<file path="src/rtl/usb_ptcl_fsm.sv">
// Host-side USB protocol engine: sequences token/data/handshake packets for one
// IN or OUT transaction, applies reply timeout and retry limits, and reports
// completion plus the last good IN payload.
module usb_ptcl_fsm #(
    parameter int unsigned TIMEOUT     = 255,
    parameter int unsigned MAX_RETRIES = 8
) (
    input  logic        clk,
    input  logic        rst,
    input  logic        txn_start,
    input  logic [1:0]  transaction,
    input  logic [18:0] token_pkt,
    input  logic [71:0] data_pkt,
    output logic        tx_valid,
    output logic [71:0] tx_pkt,
    output logic [1:0]  tx_len,
    input  logic        tx_ready,
    input  logic        rx_valid,
    input  logic [7:0]  rx_pid,
    input  logic [63:0] rx_data,
    input  logic        rx_crc_ok,
    output logic        pkt_sent,
    output logic        txn_done,
    output logic        txn_success,
    output logic [63:0] data_from_ptcl
);

    localparam int unsigned TW = $clog2(TIMEOUT + 1);
    localparam int unsigned RW = $clog2(MAX_RETRIES + 1);

    localparam logic [7:0] PID_ACK   = 8'b01001011;
    localparam logic [7:0] PID_NAK   = 8'b01011010;
    localparam logic [7:0] PID_DATA0 = 8'b11000011;

    typedef enum logic [2:0] {
        IDLE,
        SEND_TOK,
        SEND_DATA,
        WAIT_HS,
        WAIT_DATA,
        SEND_HS,
        DONE
    } state_t;

    state_t        state_q, state_d;
    logic          is_in_q, is_in_d;
    logic [18:0]   token_q, token_d;
    logic [71:0]   data_q, data_d;
    logic [7:0]    hs_pid_q, hs_pid_d;
    logic [RW-1:0] retry_q, retry_d;
    logic [TW-1:0] tmo_q, tmo_d;
    logic          success_q, success_d;
    logic [63:0]   rx_data_q, rx_data_d;

    logic          err;
    logic [RW-1:0] retry_inc;

    // State and datapath registers
    always_ff @(posedge clk or posedge rst) begin
        if (rst) begin
            state_q   <= IDLE;
            is_in_q   <= 1'b0;
            token_q   <= '0;
            data_q    <= '0;
            hs_pid_q  <= '0;
            retry_q   <= '0;
            tmo_q     <= '0;
            success_q <= 1'b0;
            rx_data_q <= '0;
        end else begin
            state_q   <= state_d;
            is_in_q   <= is_in_d;
            token_q   <= token_d;
            data_q    <= data_d;
            hs_pid_q  <= hs_pid_d;
            retry_q   <= retry_d;
            tmo_q     <= tmo_d;
            success_q <= success_d;
            rx_data_q <= rx_data_d;
        end
    end

    // Next-state, packet offer and reply evaluation; errors resolved after the case
    always_comb begin
        state_d     = state_q;
        is_in_d     = is_in_q;
        token_d     = token_q;
        data_d      = data_q;
        hs_pid_d    = hs_pid_q;
        retry_d     = retry_q;
        tmo_d       = '0;
        success_d   = success_q;
        rx_data_d   = rx_data_q;
        err         = 1'b0;
        retry_inc   = retry_q + 1'b1;
        tx_valid    = 1'b0;
        tx_pkt      = '0;
        tx_len      = 2'd0;
        pkt_sent    = 1'b0;
        txn_done    = 1'b0;
        txn_success = 1'b0;

        case (state_q)
            IDLE: begin
                if (txn_start && (transaction == 2'b01 || transaction == 2'b10)) begin
                    is_in_d   = (transaction == 2'b01);
                    token_d   = token_pkt;
                    data_d    = data_pkt;
                    retry_d   = '0;
                    success_d = 1'b0;
                    state_d   = SEND_TOK;
                end
            end
            SEND_TOK: begin
                tx_valid = 1'b1;
                tx_len   = 2'd1;
                tx_pkt   = {token_q, 53'b0};
                if (tx_ready) begin
                    pkt_sent = 1'b1;
                    state_d  = is_in_q ? WAIT_DATA : SEND_DATA;
                end
            end
            SEND_DATA: begin
                tx_valid = 1'b1;
                tx_len   = 2'd2;
                tx_pkt   = data_q;
                if (tx_ready) state_d = WAIT_HS;
            end
            WAIT_HS: begin
                if (rx_valid) begin
                    if (rx_pid == PID_ACK) begin
                        success_d = 1'b1;
                        state_d   = DONE;
                    end else begin
                        err = 1'b1;
                    end
                end else if (tmo_q == TW'(TIMEOUT)) begin
                    err = 1'b1;
                end else begin
                    tmo_d = tmo_q + 1'b1;
                end
            end
            WAIT_DATA: begin
                if (rx_valid) begin
                    if (rx_pid == PID_DATA0 && rx_crc_ok) begin
                        rx_data_d = rx_data;
                        hs_pid_d  = PID_ACK;
                        success_d = 1'b1;
                        state_d   = SEND_HS;
                    end else begin
                        err = 1'b1;
                    end
                end else if (tmo_q == TW'(TIMEOUT)) begin
                    err = 1'b1;
                end else begin
                    tmo_d = tmo_q + 1'b1;
                end
            end
            SEND_HS: begin
                tx_valid = 1'b1;
                tx_len   = 2'd0;
                tx_pkt   = {hs_pid_q, 64'b0};
                if (tx_ready) state_d = success_q ? DONE : WAIT_DATA;
            end
            DONE: begin
                txn_done    = 1'b1;
                txn_success = success_q;
                state_d     = IDLE;
            end
            default: state_d = IDLE;
        endcase

        // One shared error path for both wait states: count it, then either give up or retry
        if (err) begin
            retry_d = retry_inc;
            if (retry_inc == RW'(MAX_RETRIES)) begin
                success_d = 1'b0;
                state_d   = DONE;
            end else if (is_in_q) begin
                hs_pid_d = PID_NAK;
                state_d  = SEND_HS;
            end else begin
                state_d = SEND_DATA;
            end
        end
    end

    assign data_from_ptcl = rx_data_q;

endmodule
</file>
<file path="config.mk">
export PLATFORM = sky130hd
export DESIGN_NAME = usb_ptcl_fsm
export DESIGN_NICKNAME = d
export VERILOG_FILES = /design/src/rtl/usb_ptcl_fsm.sv
export SDC_FILE = /design/constraint.sdc
export NUM_CORES = 1
export LEC_CHECK = 0
export CORE_UTILIZATION = 40
export CTS_CLUSTER_DIAMETER = 120
export DETAILED_ROUTE_END_ITERATION = 8
export GPL_TIMING_DRIVEN = 0
export MAX_ROUTING_LAYER = met4
export PLACE_DENSITY = 0.84
export SKIP_CTS_REPAIR_TIMING = 1
export SLEW_MARGIN = 10
export SYNTH_ARGS = -nofsm -noshare
export SYNTH_HDL_FRONTEND = slang
export SYNTH_SLANG_ARGS = --single-unit
</file>
<file path="constraint.sdc">
create_clock -name clk -period 6.3 [get_ports clk]
set_clock_uncertainty 0.05 [all_clocks]
set_input_delay 1.26 -clock clk [delete_from_list [all_inputs] [get_ports clk]]
set_output_delay 1.26 -clock clk [all_outputs]
set_load 0.01 [all_outputs]
</file>
==> results of run 1 <==
-- synthesized netlist by cell type, drive strengths merged (2+ instances only) --
library cell and number:
ha 3, or3b 4, dfrtp 180, a22oi 9, mux2i 3, xor2 3, nand2b 2, nand3b 2
clkbuf 25, a21oi 4, buf 19, nand3 8, and3 3, a22o 12, nor2b 4, nand2 294
o22ai 2, and3b 2, o21ai 13, nor2 15, xnor2 3, inv 11, or2 4, mux2 64
nor4 2, nor3 6, o21bai 2, and2 54
-- metal layers --
metal | share of wire [%] | track usage [%]
met3 | 6.3 | 5.67
met1 | 42 | 27.6
met4 | 1.9 | 7.13
met5 | 0 | -
met2 | 50 | 38.0
-- stage by stage --
stage               worst slack [ns]  hold slack, ns  instance area (um2)
finish                          1.60           0.415                12000
global route                    1.34           0.439                12000
CTS                             1.52           0.421                12000
detailed placement              1.98           0.404                11400
global placement               -2.33           0.398                11400
floorplan                      0.103           0.383                 7940
-- area by class of cell --
type                    count  area, um2  share of cell area, %
well taps                 265        332                   2.76
repair buffers            313       3150                   26.2
plain buffers              44        263                   2.19
flip-flops and latches    180       4500                   37.5
clock buffers              18        439                   3.66
inverters                  11       48.8                  0.406
clock inverters            14        143                   1.19
multi-input cells         534       3130                   26.1
-- worst register-to-register path: stages (launching register included) --
cell	delay, ns
dfrtp_1	0.46
buf_2	0.22
nor4_1	0.49
clkbuf_1	0.56
buf_2	0.37
nand2_1	0.10
nand2_1	0.06
-- registers in the layout (all words and copies together) (netlist names) --
signal and cells:
hs_pid_q 8, tmo_q 8, retry_q 4, success_q 1, token_q 19, is_in_q 1
state_q 3, data_from_ptcl 64, data_q 72
-- cells by family (layout without fill, tap and decap cells) --
family                   count (synthesis)  in the layout  share of synthesized area (%)
AO/OA/AOI/OAI                           54             54                           5.14
XOR/XNOR                                 6              6                          0.662
adder cells (fa/ha/maj)                  3              3                          0.473
buffers and inverters                   55            400                           3.83
flip-flops                             180            180                           56.7
multiplexers                            67             67                           10.8
AND/OR/NAND/NOR                        404            404                           22.4
-- worst min-delay path by stage --
stage                     start     endpoint  cells after the start
floorplan           hs_pid_q[3]  hs_pid_q[3]                      1
global placement     data_q[18]   data_q[18]                      2
detailed placement   data_q[10]   data_q[10]                      2
CTS                   data_q[9]    data_q[9]                      2
global route        hs_pid_q[6]  hs_pid_q[6]                      1
finish               data_q[34]   data_q[34]                      2
-- power groups by stage --
stage,Clock [W],Sequential (W),Combinational (W)
3_3_place_gp,0,0.00170,0.00145
2_1_floorplan,0,0.00166,0.000811
3_5_place_dp,0,0.00172,0.00149
6_report,0.00105,0.00170,0.00149
5_1_grt,0.00113,0.00174,0.00164
4_1_cts,0.00108,0.00170,0.00150
==> run metrics, run 1 <==
status completed; core footprint 0.0195 mm2; largest net degree at the start of global routing roughly 110; die span in x 143 um; sw power 0.00143 W; syn nets 943; total global routing overflow 0; reg2reg setup slack 3.96 ns; WL per Instance between 15 and 20 um; Finished Layout Cells 1,379; max cap viols 0; Nets 1,275; initial core utilization 40.8%; first-pass GRT wire length 34,800 um; Power Dens Cells 353 mW/mm2; cell taking the most area after synthesis dfrtp_1; CTS tree yes; DRT Pass-1 Iters 5; post-synthesis instance area 0.00794 mm2; min Tclk post-route 4.70 ns; DRT Wirelength 22,300 um; Fmax achieved between 200 and 250 MHz; FF-to-FF End data_q[66]; number of routed nets with antenna violations 0; YS warnings 0; Worst Path Buf+Inv 5; CP Launch Type flip-flop; Worst VDD drop roughly 0.19 mV; worst hold path class reg2reg; CTS max path bufs 2; layout cells sized above 1 11.6%; area grow syn2layout 51.3%; slowest stage delay, CP 0.58 ns; worst slew pin tran 0.643 ns; TritonCTS Buffers 17; commonest non-fill, non-tap cell in the layout clkdlybuf4s50_1; # clock sinks 180; Leak 5.61 nW; Clock Tree Root clkbuf_16; Synth Register Bits 180; Worst EP arrival 3.39 ns; main flop type after synthesis dfrtp_1; relative slew slack 57.1%; Avg Vias per Cell ~4.8; worst-path cell chain buf_2 -> inv_1 -> nor3_1 -> clkbuf_1 -> clkbuf_1 -> and2_1 -> clkdlybuf4s50_1; Worst Path Max Fanout 10; sequential group share of total power 40.1%; cell-internal power 0.00281 W; Worst path depth 7; critical path endpoint category output pin; Ports 313; share of Yosys cell area claimed by the top area cell type a little under three fifths; Util after Layout 61.7%; vias in the first global route between 6,000 and 7,000; Setup crit end tx_pkt[37]; clk slew on worst S/H paths around 0.07 ns; Detail Placement HPWL 16,400 um; Clock power frac between 20% and 30%; origin of the critical flop-to-flop path state_q[0]; most frequent cells in the layout 312 x clkdlybuf4s50_1, 294 x nand2_1, 180 x dfrtp_1, 54 x and2_1, 36 x mux2_2; drc violations 0; RSZ-0062 raised after global routing no; largest cells by area after synthesis dfrtp_1 57%, nand2_1 14%, mux2_4 5.3%, mux2_2 5.1%, and2_1 4.3%; Worst path most repeated cell clkbuf_1; number of synthesized flops with an enable pin 0; Crit path max-delay family buffers and inverters; Tot Pwr ~0.0042 W; initial DRC count 311; Die Footprint 0.0204 mm2; antenna violations before repair 0; CP startpoint state_q[1]; # placed instances 1,347; post-synthesis sequential area ratio 56.7%; GPL Wtd Cong 0.825; final hold viol count 0; synthesized instance count 769; Critical Path Slowest Stage Cell clkdlybuf4s50_1; switching part of the total between 30% and 40%; count of input and output buffers about 310; H-tree depth 4; Worst Path Required approximately 5 ns; filler instances 1,541; FFs w/ async S/R, synth 100%; Gate power share approximately a third; Chip Height between 100 and 150 um; Worst-Skew Late Latency approximately 0.42 ns; ANT cells 0; crit path kind reg2out; setup TNS 0 ns; gr usage total 23.0%; part of the cycle the worst path needs 74.5%; Mapped Avg Cell Area between 10 and 15 um2; final setup fails 0; Yosys cell types 53; Vias ~6,600; # rows between 50 and 60; Worst R2R Path Depth 6; final slew viol count 0
Power figures use the tool's default switching activity.
==> run 2: changes to the inputs <==
==> constraint.sdc (replaced) <==
create_clock -name clk -period 4.3 [get_ports clk]
set_clock_uncertainty 0.05 [all_clocks]
set_input_delay 0.86 -clock clk [delete_from_list [all_inputs] [get_ports clk]]
set_output_delay 0.86 -clock clk [all_outputs]
set_load 0.01 [all_outputs]
==> run metrics, run 2 (synthesis results as in run 1) <==
core footprint 0.0195 mm2; # clock sinks 180; first-pass GRT wire length 34,500 um; Fmax achieved 254 MHz; DRT Wirelength roughly 22,000 um; filler instances 1,585; RSZ-0062 raised after global routing no; Nets 1,279; max FFs per register 72; CTS max path bufs 2; worst slew pin tran 0.590 ns; initial DRC count 225; design area 0.0121 mm2; initial core utilization 40.8%; Worst Path Required 3.39 ns; worst hold path class reg2reg; Power Dens Cells around 510 mW/mm2; Avg Vias per Cell 4.74; relative slew slack around three fifths; Worst-Skew Late Latency 0.41 ns; layout cells sized above 1 11.8%; CTS tree yes; clk slew on worst S/H paths 0.07 ns; Die Footprint 0.0204 mm2; drc violations 0; metal2 WL 11,100 um; critical path endpoint category output pin; area grow syn2layout 52.0%; Detail Placement HPWL ~17,000 um; Leak 5.64 nW; final setup fails 0; setup ws final approximately 0.36 ns; min Tclk post-route 3.94 ns; count of input and output buffers 312; final hold viol count 0; WL per Instance 15.9 um; gr usage total a little under a quarter; Worst EP arrival 3.03 ns; Finished Layout Cells approximately 1,400; most frequent cells in the layout 312 x clkdlybuf4s50_1, 294 x nand2_1, 180 x dfrtp_1, 54 x and2_1, 36 x mux2_2; Vias 6,559; total global routing overflow 0; placed cell area 0.0115 mm2; Max Used Layer met4; CP Launch Type flip-flop; commonest non-fill, non-tap cell in the layout clkdlybuf4s50_1; ANT cells 0; antenna violations before repair 0; TritonCTS Buffers 17; largest net degree at the start of global routing 39; final slew viol count 0; Worst VDD drop 0.295 mV; H-tree depth 4; max cap viols 0; Chip Height roughly 140 um; vias in the first global route 6,699; # rows 51; Tot Pwr 0.00617 W; Met1 Routed Length 9300 um; number of routed nets with antenna violations 0; Util after Layout approximately 62%; DP Worst Slack 0.584 ns; Met3 Wirelength ~1200 um; GPL Wtd Cong around 0.82; Ports 313; part of the cycle the worst path needs 91.7%; most flop-heavy register data_q; Worst Path Max Fanout 10; DRT Pass-1 Iters 4; # placed instances 1,351; die span in x 143 um; crit path kind reg2out; status completed; Clock Tree Root clkbuf_16
-- run 2: changes by cell type in the layout (fill, tap and decap cells not counted), sizes merged --
cell	previous run	this run
clkinvlp	4	5
clkinv	1	2
clkbuf	43	45
inv	19	15
buf	20	24
-- run 2: per-stage QoR --
| stage | hold WS, ns | setup TNS (ns) |
|---|---|---|
| floorplan | 0.383 | 0 |
| global placement | 0.396 | -70.88 |
| detailed placement | 0.404 | 0 |
| CTS | 0.422 | 0 |
| global route | 0.448 | 0 |
| finish | 0.417 | 0 |
-- run 2: routing by layer --
metal / track usage (%) / vias up
met4: 7.36 / 0
met5: - / -
met2: 37.0 / 202
met1: 27.6 / 3170
li1: - / 3157
met3: 5.13 / 30
-- run 2: path summary, 6_finish.rpt --
kind | startpoint | end | slack (ns) | depth (start not counted)
min in group asynchronous | rst | data_from_ptcl[44] | 0.67 | 2
max | state_q[1] | tx_pkt[13] | 0.36 | 7
max in group asynchronous | rst | token_q[17] | 2.82 | 4
min | data_q[38] | data_q[38] | 0.42 | 2
min reg2reg | data_q[38] | data_q[38] | 0.42 | 2
max reg2reg | state_q[2] | data_q[21] | 2.05 | 7
-- run 2: power breakdown --
group	switching, W	internal [W]
clock network	0.000686	0.000826
logic	0.00108	0.00109
registers	0.000293	0.00220
total	0.00206	0.00411
-- run 2: cell type report --
class / instances / area, um2 / share of cell area [%]
tap: 265 / 332 / 2.75
clock inverter: 12 / 120 / 0.995
sequential: 180 / 4500 / 37.3
timing repair buffer: 317 / 3220 / 26.7
clock buffer: 20 / 447 / 3.70
multi-input combinational: 534 / 3130 / 26.0
inverter: 11 / 45.0 / 0.373
buffer: 44 / 264 / 2.19
-- run 2: critical path, cell delays in order (launching register included) --
cell             delay (ns)
dfrtp_1                0.46
buf_2                  0.27
inv_1                  0.13
nor3_1                 0.31
clkbuf_2               0.33
clkbuf_1               0.36
and2_1                 0.20
clkdlybuf4s50_1        0.56
==> variant: new RTL, config.mk and constraints of run 2 <==
The parameter `MAX_RETRIES` goes from 8 to 16.
--- a/src/rtl/usb_ptcl_fsm.sv
+++ b/src/rtl/usb_ptcl_fsm.sv
@@ -3,7 +3,7 @@
 // completion plus the last good IN payload.
 module usb_ptcl_fsm #(
     parameter int unsigned TIMEOUT     = 255,
-    parameter int unsigned MAX_RETRIES = 8
+    parameter int unsigned MAX_RETRIES = 16
 ) (
     input  logic        clk,
     input  logic        rst,
Behaviour: same outputs for any inputs over 4 cycles, from zero or initial values and one cycle with rst high; that may be too few to reach the edited logic, so the function may still have changed.
==> variant against run 2 <==
- design area shrank 0.97%
- worst setup slack got worse by 0.089 ns
- critical path depth stayed put
- total power is 5.3% lower
- via count grew 2.8%
- wire length is 5.2% higher
- synthesized area fell by 1.7%
- sequential cell count up 1
- sequential share of layout area rose by 0.58 points
- critical path type unchanged
- combinational power shrank 14%
==> variant: results (changes against run 2) <==
[synthesis]
ys_types = 52  ; -1.9%
synth_fp_nets = 946  ; +0.32%
ys_seq_area_share_pct = 58.04  ; +1.3 points
synthAdderAreaFrac_pct = 0.4810  ; +0.0083 points
synth_cells = 772  ; +0.39%
synth_compound_area_share_pct = 4.970  ; -0.17 points
synthMuxAreaShare_pct = 9.508  ; -1.3 points
ys_top_cells_by_area = dfrtp_1, nand2_1, mux2_1
synth_commonest_cells = nand2_1, dfrtp_1, mux2_1, and3_1, clkbuf_1
synth_xor_area_share_pct = 0.6734  ; +0.012 points

[route]
vias = 6742  ; +2.8%
route.met3.wl_um = 1945  ; +64%
drt_iter0_drc = 316  ; +40%
wl_per_cell_um = 16.75  ; +5.4%
wl_met1_um = 9009  ; -3.1%
route.met2.wl_um = 11570  ; +4.5%

[layout]
nNonClkInverters = 6  ; -5
clkCellAreaFrac_pct = 4.953  ; +0.26 points
multi_input_area_share_pct = 25.50  ; -0.46 points
n_fill_cell = 1520  ; -4.1%
area_growth_pct = 53.12
area_share_nonclk_buffers_pct = 28.70  ; -0.20 points
signal_buffers = 365  ; +1.1%
ff_latch_area_sq_um = 4529  ; +0.56%

[place]
dpl.hpwl_um = 17740  ; +5.9%
post_dp_cell_area_sq_um = 11360  ; -1.2%
place_congestion = 0.8363  ; +2.5%

[worst_setup_path]
ff2ff_setup_slack_ns = 1.14  ; -0.91 ns
cp_data_arrival_time_ns = 3.12  ; +0.09 ns
worstSetupEndpoint = tx_pkt[62]
timing.rr.end = data_q[69]$_DFFE_PP0P_

[clocking]
cts.sinks = 181  ; +0.56%

[floorplan]
die_area_sq_um = 20070  ; -1.7%

[power]
vdd_drop_max_mv = 0.3283  ; +11%
p_sw_share_pct = 33.40  ; +0.058 points
p_leak_nw = 5.778  ; +2.5%

[grt]
grt_max_degree = 39  ; unchanged
grt_pass1_wl_um = 35760  ; +3.7%
track_usage_pct = 24.08  ; +1.5 points
grt_pass1_vias = 6927  ; +3.4%

[timing]
worstMarginPinSlew_ns = 0.8661  ; +0.2764 ns
holdWs_ns = 0.4178  ; +0.0005020 ns

[worst_hold_path]
hold_end = data_q[32]$_DFFE_PP0P_
hp-start = data_q[32]$_DFFE_PP0P_

[status]
status = complete, no violations

[variant: power groups by stage]
stage / Clock [W] / Sequential (W) / Combinational (W)
final: 0.00157 / 0.00241 / 0.00186
after global routing: 0.00168 / 0.00246 / 0.00206
after CTS: 0.00160 / 0.00241 / 0.00187
after detailed placement: 0 / 0.00244 / 0.00186
after global placement: 0 / 0.00242 / 0.00180
after floorplan: 0 / 0.00236 / 0.00104
[variant: layer usage]
layer  vias to the layer above  global-route usage, %
li1                       3233                      -
met1                      3198                  26.53
met2                       274                  40.73
met3                        37                  7.222
met4                         0                  9.734
met5                         -                      -
[variant: through the flow]
| stage | setup slack, ns | TNS (ns) |
|---|---|---|
| final | 0.2691 | 0 |
| after global routing | 0.08562 | 0 |
| after CTS | 0.1500 | 0 |
| after detailed placement | 0.5058 | 0 |
| after global placement | -0.3824 | -66.59 |
| after floorplan | 1.067 | 0 |
